==> src/rtl/seq_shift_rotator.sv <==
// ============================================================================
//  Module   : seq_shift_rotator
//  Purpose  : Command-driven shift/rotate engine, one single-bit step per clock
//  Revision : 1.0 - initial release
// ============================================================================
`default_nettype none

module seq_shift_rotator #(
    parameter int                 WIDTH  = 8,
    parameter logic [WIDTH-1:0]   INIT   = {1'b1, {(WIDTH-1){1'b0}}},
    parameter int                 STEP_W = 8
) (
    input  logic                clk,
    input  logic                rst_n,
    input  logic                load,
    input  logic [WIDTH-1:0]    load_data,
    input  logic                cmd_valid,
    output logic                cmd_ready,
    input  logic                cmd_dir,
    input  logic [1:0]          cmd_mode,
    input  logic [STEP_W-1:0]   cmd_steps,
    output logic [WIDTH-1:0]    data_out,
    output logic                carry_out,
    output logic                busy,
    output logic                done
);

    typedef enum logic [1:0] {
        ST_IDLE = 2'd0,
        ST_RUN  = 2'd1,
        ST_DONE = 2'd2
    } state_t;

    localparam logic [1:0] MODE_LSH = 2'b01;
    localparam logic [1:0] MODE_ASH = 2'b10;

    state_t              state_q, state_d;
    logic [WIDTH-1:0]    data_q, data_d;
    logic                carry_q, carry_d;
    logic [STEP_W-1:0]   rem_q, rem_d;
    logic                dir_q, dir_d;
    logic [1:0]          mode_q, mode_d;

    logic [WIDTH-1:0]    step_data;
    logic                step_carry;

    // Single-bit step of the current pattern using the latched command.
    always_comb begin
        step_carry = dir_q ? data_q[WIDTH-1] : data_q[0];
        case (mode_q)
            MODE_LSH: step_data = dir_q ? {data_q[WIDTH-2:0], 1'b0}
                                        : {1'b0, data_q[WIDTH-1:1]};
            MODE_ASH: step_data = dir_q ? {data_q[WIDTH-2:0], 1'b0}
                                        : {data_q[WIDTH-1], data_q[WIDTH-1:1]};
            default:  step_data = dir_q ? {data_q[WIDTH-2:0], data_q[WIDTH-1]}
                                        : {data_q[0], data_q[WIDTH-1:1]};
        endcase
    end

    always_comb begin
        state_d = state_q;
        data_d  = data_q;
        carry_d = carry_q;
        rem_d   = rem_q;
        dir_d   = dir_q;
        mode_d  = mode_q;
        case (state_q)
            ST_IDLE: begin
                if (load) begin
                    data_d  = load_data;
                    carry_d = 1'b0;
                end else if (cmd_valid) begin
                    dir_d   = cmd_dir;
                    mode_d  = cmd_mode;
                    rem_d   = cmd_steps;
                    state_d = (cmd_steps != '0) ? ST_RUN : ST_DONE;
                end
            end
            ST_RUN: begin
                data_d  = step_data;
                carry_d = step_carry;
                rem_d   = rem_q - STEP_W'(1);
                if (rem_q == STEP_W'(1)) begin
                    state_d = ST_DONE;
                end
            end
            ST_DONE: begin
                state_d = ST_IDLE;
            end
            default: begin
                state_d = ST_IDLE;
            end
        endcase
    end

    always_ff @(posedge clk or negedge rst_n) begin
        if (!rst_n) begin
            state_q <= ST_IDLE;
            data_q  <= INIT;
            carry_q <= 1'b0;
            rem_q   <= '0;
            dir_q   <= 1'b0;
            mode_q  <= 2'b00;
        end else begin
            state_q <= state_d;
            data_q  <= data_d;
            carry_q <= carry_d;
            rem_q   <= rem_d;
            dir_q   <= dir_d;
            mode_q  <= mode_d;
        end
    end

    // A load in IDLE takes priority, so it withholds ready for that cycle.
    assign cmd_ready = (state_q == ST_IDLE) && !load;
    assign busy      = (state_q == ST_RUN);
    assign done      = (state_q == ST_DONE);
    assign data_out  = data_q;
    assign carry_out = carry_q;

endmodule

`default_nettype wire

==> config.mk <==
export PLATFORM = sky130hd
export DESIGN_NAME = seq_shift_rotator
export DESIGN_NICKNAME = d
export VERILOG_FILES = /design/src/rtl/seq_shift_rotator.sv
export SDC_FILE = /design/constraint.sdc
export NUM_CORES = 1
export LEC_CHECK = 0
export BUFFER_PORTS_ARGS = -buffer_cell sky130_fd_sc_hd__buf_4
export CORE_MARGIN = 2
export CORE_UTILIZATION = 50
export DETAILED_ROUTE_END_ITERATION = 8
export PLACE_DENSITY = 0.77
export SLEW_MARGIN = 10
export SYNTH_ARGS = -nofsm -noshare
export SYNTH_HDL_FRONTEND = slang
export SYNTH_SLANG_ARGS = --single-unit
==> constraint.sdc <==
create_clock -name clk -period 3 [get_ports clk]
set_clock_uncertainty 0.2 [all_clocks]
set_input_delay 0.75 -clock clk [delete_from_list [all_inputs] [get_ports clk]]
set_output_delay 0.75 -clock clk [all_outputs]
set_load 0.03 [all_outputs]
# Word-level counts from Yosys, hierarchy flattened
# Index checks and enable logic that the tools add are counted.
[totals]
register_bits = 22
inputBits = 23
word_cells = 46
[op_classes]
addsub = 1
n_eq_ne = 10
mux = 17
bitwise = 1
n_reduce_logical = 10
[op_table]
columns = ["operator", "n"]
rows = [
  ["$mux 8", 6],
  ["$pmux 8 s2", 3],
  ["$reduce_and 3->1", 4],
  ["$eq 8x1->1 const B", 1],
  ["$mux 2", 4],
  ["$reduce_bool 8->1", 1],
  ["$sub 8x1->8 const B", 1],
  ["$ne 2x2->1 const B", 3],
  ["$eq 2x1->1 const B", 2],
  ["$eq 2x2->1 const B", 2],
  ["$pmux 2 s2", 1],
  ["$ne 3x3->1 const B", 1],
  ["$logic_not 2->1", 1],
  ["$mux 1", 2],
  ["$ne 2x1->1 const B", 1],
  ["$pmux 1 s2", 1],
  ["$reduce_and 2->1", 1],
  ["$reduce_bool 2->1", 1],
  ["$logic_and 1x1->1", 1],
  ["$logic_not 1->1", 1],
  ["$not 1->1", 1],
]

# Logic depth before layout (Yosys ltp)
[logic_depth]
ltp_word = 5
ltp_mapped = 6

# Worst setup path after synthesis
# Ideal clock, no wire load.
[synth_path]
path_kind = "input port to output port"
start = "input port load"
end = "output port cmd_ready"
arrival_time_ps = 1155
setup_slack_ps = 895
cell_stages = 1
cell_sequence = "nor3_2"
[synth_via]
elab_chain_len = 2
[synth_rtl]
columns = ["element", "line", "text"]
rows = [
  ["start: declaration", "15", "input logic load,"],
  ["$logic_not 1->1", "115", "assign cmd_ready = (state_q == ST_IDLE) && !load;"],
  ["$logic_and 1x1->1", "115", ""],
  ["end: declaration", "18", "output logic cmd_ready,"],
]
# No other way between the ends.

# Final worst setup path
[layout_path]
start = "register state_q[0]"
end = "output port busy"
[layout_via]
elab_chain_len = 1
[layout_rtl]
columns = ["element", "line", "text"]
rows = [
  ["start: declaration", "37", "state_t state_q, state_d;"],
  ["start signal: assignment", "105", "state_q <= state_d;"],
  ["$eq 2x1->1", "116", "assign busy = (state_q == ST_RUN);"],
  ["end: declaration", "24", "output logic busy,"],
]
# No other way between the ends.

==> impl_metrics.json <==
{
  "status": "complete, no violations",
  "grt_usage_pct": 21.4,
  "final_common_cell": "buf_4",
  "fp.dieH_um": 54.6,
  "syn_nets": 162,
  "antennaDiodeCount": 0,
  "max_clock_freq_ghz": 0.371,
  "synth_edf_count": 0,
  "drc": 0,
  "netlist_instances": 135,
  "path_class": "flop to output pin",
  "async_reset_ff_share_pct": 100,
  "cts-resized-gates": 0,
  "cts_tree": "built",
  "start_util_pct": 52.1,
  "clkPwrFrac_pct": 9.9,
  "syn_area_um2": 1280,
  "worstMarginPinSlew_ps": 499,
  "ff2ff_path_depth": 4,
  "avgRoutedWirePerCell_um": 14.6,
  "instances_no_fill": 197,
  "grt_antenna_before_repair": 0,
  "worstPathRequired_ps": 2050,
  "power.share.sequential_pct": 42.0,
  "combPwrFrac_pct": 48.1,
  "port_buffers": 34,
  "dieArea_um2": 2980,
  "core_um2": 2450,
  "grt_max_degree": 23,
  "dp_slack_ps": 609,
  "numPlacedInstances": 193,
  "p_int_w": 0.000823,
  "grt_overflow": 0,
  "n_fill_cell": 208,
  "root_buffer": "clkbuf_4",
  "postRouteAntennaNets": 0,
  "fin_crit_sh_pct": 89.9,
  "leakage_nw": 0.702,
  "dieWidth_um": 54.6,
  "reg2reg_from": "state_q[0]",
  "rows": 18,
  "r2r-end": "rem_q[0]",
  "ys_warn_count": 0,
  "avgSynthCellArea_um2": 9.47,
  "p_sw_w": 0.000627,
  "layout_common_cells": "34 x buf_4, 21 x dfrtp_1, 13 x nor2_1, 9 x a21oi_1, 9 x nand2_1",
  "insertion_delay_ps": 310,
  "setup_tns_ps": 0,
  "rsz0062_at_grt": "no",
  "ys_seq_elements": 22,
  "wl_um": 2880,
  "fin_nets": 195,
  "r2r_slack_ps": 830,
  "vias_per_cell": 5.84,
  "numCtsBuffers": 3,
  "drive_gt1_share_pct": 28.7,
  "slew_violations": 0,
  "ios": 35,
  "clk_pin_slew_ps": 130,
  "hold_violations": 0,
  "synthDistinctLibCells": 42,
  "postCtsSetupRepairBufs": 0,
  "period_minus_slack_ps": 2700,
  "place_congestion": 0.828,
  "endpoint_kind": "output pin",
  "hpwlAfterDp_um": 2100,
  "finalSetupViolCount": 0,
  "hp-class": "input pin to async pin",
  "vias": 1150,
  "yosysSeqAreaShare_pct": 43.2,
  "finalWorstSetupSlack_ps": 303,
  "drv_cap": 0,
  "swShare_pct": 43.3,
  "grt_pass1_wl_um": 4540,
  "finalPower_w": 0.00145,
  "drt_first_pass_iters": 4,
  "ys.flop_type": "dfrtp_1",
  "cts_max_level": 1,
  "arrival_ps": 1750,
  "grt_pass1_vias": 1025,
  "start_kind": "flop",
  "ir_drop_v": 0.000472,
  "drt_iter0_markers": 32,
  "area_delta_synth_final_pct": 22.3,
  "slew_headroom_pct": 66.7,
  "crit_fanout": 14,
  "power_density_nw_per_um2": 927,
  "clk_path_buf_depth": 2,
  "cts_hold_buf": 0,
  "clock-sinks": 22
}
area by class of cell:
type                    count  area [um^2]  area share [%]
multi-input cells          99          663            42.4
flip-flops and latches     22          552            35.3
repair buffers             34          255            16.3
well taps                  30         37.5            2.40
inverters                   8         30.0            1.92
clock buffers               4         26.3            1.68
kinds of logic after synthesis:
family | share of synthesized area (%)
simple gates | 22.6
compound gates | 19.8
flops | 43.2
buf+inv | 4.99
mux | 5.58
fa+ha+maj | 3.91
state kept, by name, indices dropped and copies added, names as in the netlist:
signal,flops
carry_out,1
data_out,8
dir_q,1
mode_q,2
rem_q,8
state_q,2
Yosys cell counts, types with 3 or more instances:
cell type / number / area share [%]
a211oi_1: 3 / 1.8
a21oi_1: 9 / 3.5
buf_2: 3 / 1.2
dfrtp_1: 21 / 41
ha_1: 4 / 3.9
inv_1: 8 / 2.3
mux2i_1: 6 / 4.7
nand2_1: 9 / 2.6
nand3_1: 3 / 1.2
nor2_1: 13 / 3.8
nor2b_1: 3 / 1.5
nor3_1: 5 / 2.0
nor3_2: 3 / 2.3
o21ai_0: 5 / 2.0
o22a_1: 7 / 4.8
o22ai_1: 3 / 1.5
stage by stage:
step / area, um^2 / util, % / hold slack [ps]
after floorplan: 1280 / - / 254
after global placement: 1540 / 62.6 / 300
after detailed placement: 1540 / 62.6 / 306
after CTS: 1560 / 63.7 / 108
after global routing: 1560 / 63.7 / 107
final: 1560 / 63.7 / 99.2
power groups by stage:
stage | Combinational (W) | Sequential, W | Clock [W]
2_1_floorplan | 0.000437 | 0.000649 | 0
3_3_place_gp | 0.000679 | 0.000598 | 0
3_5_place_dp | 0.000697 | 0.000610 | 0
4_1_cts | 0.000699 | 0.000603 | 0.000150
5_1_grt | 0.000773 | 0.000628 | 0.000160
6_report | 0.000698 | 0.000608 | 0.000144
worst max-delay path, cell delays in order, from the launching register on:
cell and delay [ps]:
dfrtp_1 640, nand2b_2 310, inv_1 270, buf_4 200
per-layer routing:
| layer | routed length [um] | global-route usage, % |
|---|---|---|
| met5 | 0 | 0 |
| met3 | 219 | 2.46 |
| met4 | 30 | 8.33 |
| met1 | 1220 | 27.6 |
| met2 | 1400 | 36.5 |
worst max path at each step:
stage	start	to	slack [ps]	cells after the start
3_5_place_dp	load	rem_q[0]	610	5
3_3_place_gp	load	rem_q[0]	650	5
6_report	state_q[0]	busy	300	3
4_1_cts	state_q[0]	busy	340	3
2_1_floorplan	load	cmd_ready	890	1
5_1_grt	state_q[0]	busy	190	3
(Power assumes the default switching activity.)
